===== src/rtl/mux_fluxo_rr_if.sv =====
// Stream bundle between CANAIS producers, the N:1 mux and one consumer.
// Latency: none (wires only); the mux registers the output side.
// Backpressure: in_ready/out_ready; in_last/out_last present only with MUX_PACOTE_EN.
interface mux_fluxo_rr_if #(
   parameter int WIDTH  = 4,
   parameter int CANAIS = 4
);
   localparam int SEL_W = $clog2(CANAIS);

   logic [CANAIS*WIDTH-1:0] in_dados;
   logic [CANAIS-1:0]       in_valid;
   logic [CANAIS-1:0]       in_ready;
   logic [SEL_W-1:0]        chave;
   logic [WIDTH-1:0]        out_dados;
   logic                    out_valid;
   logic                    out_ready;
   logic [SEL_W-1:0]        out_canal;
`ifdef MUX_PACOTE_EN
   logic [CANAIS-1:0]       in_last;
   logic                    out_last;
`endif

   // Producer/consumer side
   modport master (
      output in_dados, in_valid, chave, out_ready,
      input  in_ready, out_dados, out_valid, out_canal
`ifdef MUX_PACOTE_EN
      , output in_last
      , input  out_last
`endif
   );

   // Multiplexer side
   modport slave (
      input  in_dados, in_valid, chave, out_ready,
      output in_ready, out_dados, out_valid, out_canal
`ifdef MUX_PACOTE_EN
      , input  in_last
      , output out_last
`endif
   );
endinterface


===== src/rtl/mux_fluxo_rr.sv =====
// N:1 stream mux, external select (MODO=0) or round-robin (MODO=1); MUX_PACOTE_EN adds packet lock.
// Latency: 1 cycle from input transfer to out_valid; 1 word/cycle with out_ready high.
// Backpressure: output register reloads only when empty or drained; in_ready is one-hot or zero.
module mux_fluxo_rr #(
   parameter int WIDTH  = 4,
   parameter int CANAIS = 4,
   parameter int MODO   = 0
) (
   input  logic          clock,
   input  logic          reset_n,
   mux_fluxo_rr_if.slave bus
);
   localparam int SEL_W = $clog2(CANAIS);

   typedef enum logic {VAZIO = 1'b0, CHEIO = 1'b1} estado_t;

   estado_t          estado_q, estado_d;
   logic [WIDTH-1:0] dados_q, dados_d;
   logic [SEL_W-1:0] canal_q, canal_d;
   logic [SEL_W-1:0] ptr_q, ptr_d;

   logic             chave_ok;
   logic             grant_vld;
   logic [SEL_W-1:0] grant_idx;
   logic             carrega;
   logic             libera;
   logic             xfer;
   logic [SEL_W:0]   rr_soma;
   logic [SEL_W-1:0] rr_cand;

`ifdef MUX_PACOTE_EN
   // The locked channel is always the one that produced the last beat, i.e. canal_q.
   logic trava_q, trava_d;
   logic last_q, last_d;
`endif

   // A power-of-two channel count cannot be addressed out of range.
   if (CANAIS == (1 << SEL_W)) begin : g_chave_pot2
      assign chave_ok = 1'b1;
   end else begin : g_chave_lim
      assign chave_ok = ({1'b0, bus.chave} < (SEL_W+1)'(CANAIS));
   end

   // Grant selection: external select or first requester at/after ptr; an open packet overrides both.
   always_comb begin
      grant_vld = 1'b0;
      grant_idx = '0;
      rr_soma   = '0;
      rr_cand   = '0;
      if (MODO == 0) begin
         grant_vld = chave_ok;
         grant_idx = bus.chave;
      end else begin
         for (int k = 0; k < CANAIS; k++) begin
            rr_soma = {1'b0, ptr_q} + (SEL_W+1)'(k);
            if (rr_soma >= (SEL_W+1)'(CANAIS)) begin
               rr_soma = rr_soma - (SEL_W+1)'(CANAIS);
            end
            rr_cand = rr_soma[SEL_W-1:0];
            if (!grant_vld && bus.in_valid[rr_cand]) begin
               grant_vld = 1'b1;
               grant_idx = rr_cand;
            end
         end
      end
`ifdef MUX_PACOTE_EN
      if (trava_q) begin
         grant_vld = 1'b1;
         grant_idx = canal_q;
      end
`endif
   end

   // The register can take a word when empty or when its current word leaves this cycle.
   assign carrega      = (estado_q == VAZIO) | bus.out_ready;
   assign libera       = reset_n & carrega & grant_vld;
   assign bus.in_ready = libera ? (CANAIS'(1) << grant_idx) : '0;
   assign xfer         = libera & bus.in_valid[grant_idx];

   // Next state of the output register, data capture and round-robin pointer advance.
   always_comb begin
      estado_d = estado_q;
      dados_d  = dados_q;
      canal_d  = canal_q;
      ptr_d    = ptr_q;
`ifdef MUX_PACOTE_EN
      trava_d  = trava_q;
      last_d   = last_q;
`endif
      case (estado_q)
         VAZIO:   if (xfer) estado_d = CHEIO;
         CHEIO:   if (!xfer && bus.out_ready) estado_d = VAZIO;
         default: estado_d = VAZIO;
      endcase
      if (xfer) begin
         dados_d = bus.in_dados[grant_idx*WIDTH +: WIDTH];
         canal_d = grant_idx;
         if (MODO != 0) begin
            ptr_d = (grant_idx == SEL_W'(CANAIS-1)) ? '0 : grant_idx + SEL_W'(1);
         end
`ifdef MUX_PACOTE_EN
         last_d  = bus.in_last[grant_idx];
         trava_d = !bus.in_last[grant_idx];
`endif
      end
   end

   // State registers; reset drops any word in flight.
   always_ff @(posedge clock or negedge reset_n) begin
      if (!reset_n) begin
         estado_q <= VAZIO;
         dados_q  <= '0;
         canal_q  <= '0;
         ptr_q    <= '0;
`ifdef MUX_PACOTE_EN
         trava_q  <= 1'b0;
         last_q   <= 1'b0;
`endif
      end else begin
         estado_q <= estado_d;
         dados_q  <= dados_d;
         canal_q  <= canal_d;
         ptr_q    <= ptr_d;
`ifdef MUX_PACOTE_EN
         trava_q  <= trava_d;
         last_q   <= last_d;
`endif
      end
   end

   assign bus.out_valid = (estado_q == CHEIO);
   assign bus.out_dados = dados_q;
   assign bus.out_canal = canal_q;
`ifdef MUX_PACOTE_EN
   assign bus.out_last  = last_q;
`endif
endmodule


===== src/flat_wrapper.sv =====
// flat-port wrapper written by rule: the top's interface ports become plain ports
module mux_fluxo_rr_flat 
#(
   parameter int WIDTH  = 4,
   parameter int CANAIS = 4,
   parameter int MODO   = 0
)
  (clock, reset_n, bus_in_dados, bus_in_valid, bus_chave, bus_out_ready, bus_in_ready, bus_out_dados, bus_out_valid, bus_out_canal);
  mux_fluxo_rr_if #(.WIDTH(WIDTH), .CANAIS(CANAIS)) bus_i ();
  input  logic clock;
  input  logic reset_n;
  input wire logic [$bits(bus_i.in_dados)-1:0] bus_in_dados;
  input wire logic [$bits(bus_i.in_valid)-1:0] bus_in_valid;
  input wire logic [$bits(bus_i.chave)-1:0] bus_chave;
  input wire logic [$bits(bus_i.out_ready)-1:0] bus_out_ready;
  output wire logic [$bits(bus_i.in_ready)-1:0] bus_in_ready;
  output wire logic [$bits(bus_i.out_dados)-1:0] bus_out_dados;
  output wire logic [$bits(bus_i.out_valid)-1:0] bus_out_valid;
  output wire logic [$bits(bus_i.out_canal)-1:0] bus_out_canal;
  assign bus_i.in_dados = bus_in_dados;
  assign bus_i.in_valid = bus_in_valid;
  assign bus_i.chave = bus_chave;
  assign bus_i.out_ready = bus_out_ready;
  assign bus_in_ready = bus_i.in_ready;
  assign bus_out_dados = bus_i.out_dados;
  assign bus_out_valid = bus_i.out_valid;
  assign bus_out_canal = bus_i.out_canal;
  mux_fluxo_rr #(.WIDTH(WIDTH), .CANAIS(CANAIS), .MODO(MODO)) u_core (.clock(clock), .reset_n(reset_n), .bus(bus_i));
endmodule

===== config.mk =====
export PLATFORM = sky130hd
export DESIGN_NAME = mux_fluxo_rr_flat
export DESIGN_NICKNAME = d
export VERILOG_FILES = /design/src/rtl/mux_fluxo_rr_if.sv /design/src/rtl/mux_fluxo_rr.sv /design/src/flat_wrapper.sv
export SDC_FILE = /design/constraint.sdc
export NUM_CORES = 1
export LEC_CHECK = 0
export ABC_AREA = 1
export CORE_MARGIN = 2
export CORE_UTILIZATION = 37
export DETAILED_ROUTE_END_ITERATION = 8
export GPL_ROUTABILITY_DRIVEN = 0
export GPL_TIMING_DRIVEN = 0
export PLACE_DENSITY_LB_ADDON = 0.2
export SLEW_MARGIN = 40
export SYNTH_ARGS = -nofsm -noshare
export SYNTH_HDL_FRONTEND = slang
export SYNTH_SLANG_ARGS = --single-unit
export TNS_END_PERCENT = 50

===== constraint.sdc =====
create_clock -name clock -period 2.6 [get_ports clock]
set_clock_uncertainty 0.2 [all_clocks]
set_input_delay 0.26 -clock clock [delete_from_list [all_inputs] [get_ports clock]]
set_output_delay 0.26 -clock clock [all_outputs]
set_load 0.03 [all_outputs]

==> run summary <==
Worst EP required: 2.14 ns
# IOs: 36
first-pass detailed-route iteration total: 4
Data arrival, critical path: 1.93 ns
Final ANT Viol Nets: 0
final non-filler cell total: 138
Worst path slowest cell: clkdlybuf4s50_1
layout cells sized above 1: 13.0%
drc violations: 0
Worst Setup SP: bus_chave[0]
Hold Vio Cnt, Final: 0
GRT Overall Usage: 18.7%
Port-buffer cells: 34
Final nets: 149
status: finished, final reports clean
clock-pin slew on the worst setup and hold paths: 0.05 ns
Cells after Synth: 84
Detailed Route WL: 1410 um
Avg Cell Area, Syn: 6.33 um^2
vias in the first global route: 608
DR vias/cell: 4.63
clock sinks: 7
Top cell by count, worst path: clkdlybuf4s50_1
initial antenna violation count: 0
max-cap violations: 0
later-pin clock latency in the skew report: 0.25 ns
die width: 41.9 um
worst-path cell chain: clkdlybuf4s50_1 > inv_2 > buf_6 > nor3_1 > clkdlybuf4s50_1
PD cells: 499 mW/mm^2
clk buf depth: 2
Final HPWL DP: 1160 um
1st-iter DRT viols: 6
VDD IR-drop max: 372 uV
Yosys cell types: 11
Cells on Worst Hold Path: 3
yosys warns: 0
CTS root buffer: clkbuf_4
Rel. slew slack: 78.0%
Hold Path Origin: bus_chave[1]
H-tree Lvls: 1
Final Util: 70.2%
R2R depth: 5
Slew Viols, Final: 0
# Post-CTS Setup Buffers: 0
per-cell routed wire length: 10.2 um
Worst Setup Start Kind: input pin
multi-input logic area: 309 um^2
number of buffers created by CTS: 3
area delta synth->final: 73.9%
worst hold path class: input pin to flip-flop
area of the mapped netlist: 532 um^2
worst setup path class: input pin to output port
worst-path maximum fanout: 10
largest net degree at the start of global routing: 11
FF+latch area: 175 um^2
RSZ-0062 raised after global routing: no
Min Clock Period, post-route: 2.39 ns
DR vias: 639
diodes inserted: 0
flop2flop setup slack: 1.42 ns
Critical Path Max Stage Delay: 0.70 ns
flop and latch count out of synthesis: 7
CTS tree: yes
Die ar.: 0.00176 mm^2
reg2reg start: u_core.bus.out_valid$_DFF_PN0_
Congestion Overflow GR: 0
# rows: 13
FMAX: 419 MHz
final worst path period share: 91.8%
global-route wire length before repair: 2470 um
register area share after synthesis: 32.9%
Sum Neg Setup Slack: 0 ns
core area: 0.00132 mm^2
Starting Density: 40.4%
DIE HEIGHT: 41.9 um
fillers: 133
Syn Nets: 109
CP endpoint kind: output port
Setup-failing EPs final: 0
Leak: 0.483 nW
Post-Place Cells: 133
Worst Tran Pin Value: 0.328 ns
-- report_power, final --
part           total [mW]  internal [mW]  leakage (nW)  switching, mW
registers           0.145          0.132        0.0884         0.0122
clock network       0.101         0.0587        0.0150         0.0423
logic               0.216          0.100         0.379          0.116
total               0.461          0.291         0.483          0.170
-- synthesized netlist by cell type --
master	number	area share, %
inv_2	2	1.4
nand2_1	51	36
o21a_1	1	1.4
inv_1	2	1.4
o21ai_0	1	0.94
nor3_1	4	3.8
dfrtp_1	7	33
nand2_2	5	5.9
buf_6	3	6.4
nand3_1	6	5.6
nand2_4	2	4.2
-- cell families (layout without fill, tap and decap cells) --
family / after synthesis / after routing / share of synthesized area (%)
DFF: 7 / 7 / 32.9
buffers and inverters: 7 / 46 / 9.18
AOI/OAI and AO/OA: 2 / 2 / 2.35
and+or+nand+nor: 68 / 68 / 55.5
-- layer usage --
layer  track usage [%]  vias to the layer above  wire length (um)
li1                  -                      336                 -
met1              18.0                      280               535
met2              35.3                       21               772
met3              6.96                        2                91
met4              7.10                        0                 8
met5                 0                        -                 0
-- cell usage in the layout (no fill, tap or decap) --
| master | instances |
|---|---|
| nor3_1 | 4 |
| clkbuf_4 | 3 |
| nand2_1 | 51 |
| dlygate4sd3_1 | 1 |
| clkdlybuf4s50_1 | 31 |
| clkbuf_1 | 1 |
| inv_1 | 2 |
| dlygate4sd2_1 | 3 |
| buf_6 | 3 |
| nand2_2 | 5 |
| o21ai_0 | 1 |
| dfrtp_1 | 7 |
| nand2_4 | 2 |
| o21a_2 | 1 |
| inv_2 | 2 |
| nand3_1 | 6 |
-- worst paths after layout --
path                                                  endpoint
setup / recovery                               bus_in_ready[3]
hold / removal             u_core.bus.out_canal[1]$_DFFE_PN0P_
setup reg to reg           u_core.bus.out_canal[0]$_DFFE_PN0P_
hold reg to reg            u_core.bus.out_dados[3]$_DFFE_PN0P_
max in group asynchronous  u_core.bus.out_canal[0]$_DFFE_PN0P_
min in group asynchronous  u_core.bus.out_dados[2]$_DFFE_PN0P_
-- flip-flops by register name, summed over array words and instances, names as in the netlist --
signal / count
u_core.bus.out_dados: 4
u_core.bus.out_valid: 1
u_core.bus.out_canal: 2
-- worst max-delay path: cells and delay by family --
family,cells,cell delay (ns)
AND/OR/NAND/NOR,1,0.16
buffers and inverters,4,1.50
-- layout make-up --
class / instances / area share, %
timing repair buffer: 35 / 37.5
multi-input combinational: 70 / 33.4
sequential: 7 / 18.9
buffer: 3 / 3.65
clock buffer: 4 / 2.84
tap: 15 / 2.03
inverter: 4 / 1.62
-- per-stage QoR --
step	instance area (um^2)	hold WS (ns)	worst slack, ns	power (mW)
after global placement	891	0.254	-0.170	0.358
after floorplan	532	-0.236	0.524	0.260
after CTS	925	0.0924	0.215	0.467
after global routing	925	0.111	0.141	0.490
after detailed placement	891	0.268	-0.201	0.364
final	925	0.0937	0.212	0.461
-- timing repair --
| action | 4_1_cts | 5_1_grt |
|---|---|---|
| hold endpoints to repair | 7 | 0 |
| gates resized for setup | 4 | 0 |
| endpoints found under the setup margin | 4 | 0 |
| hold buffers | 1 | 0 |
(Power assumes the default switching activity.)
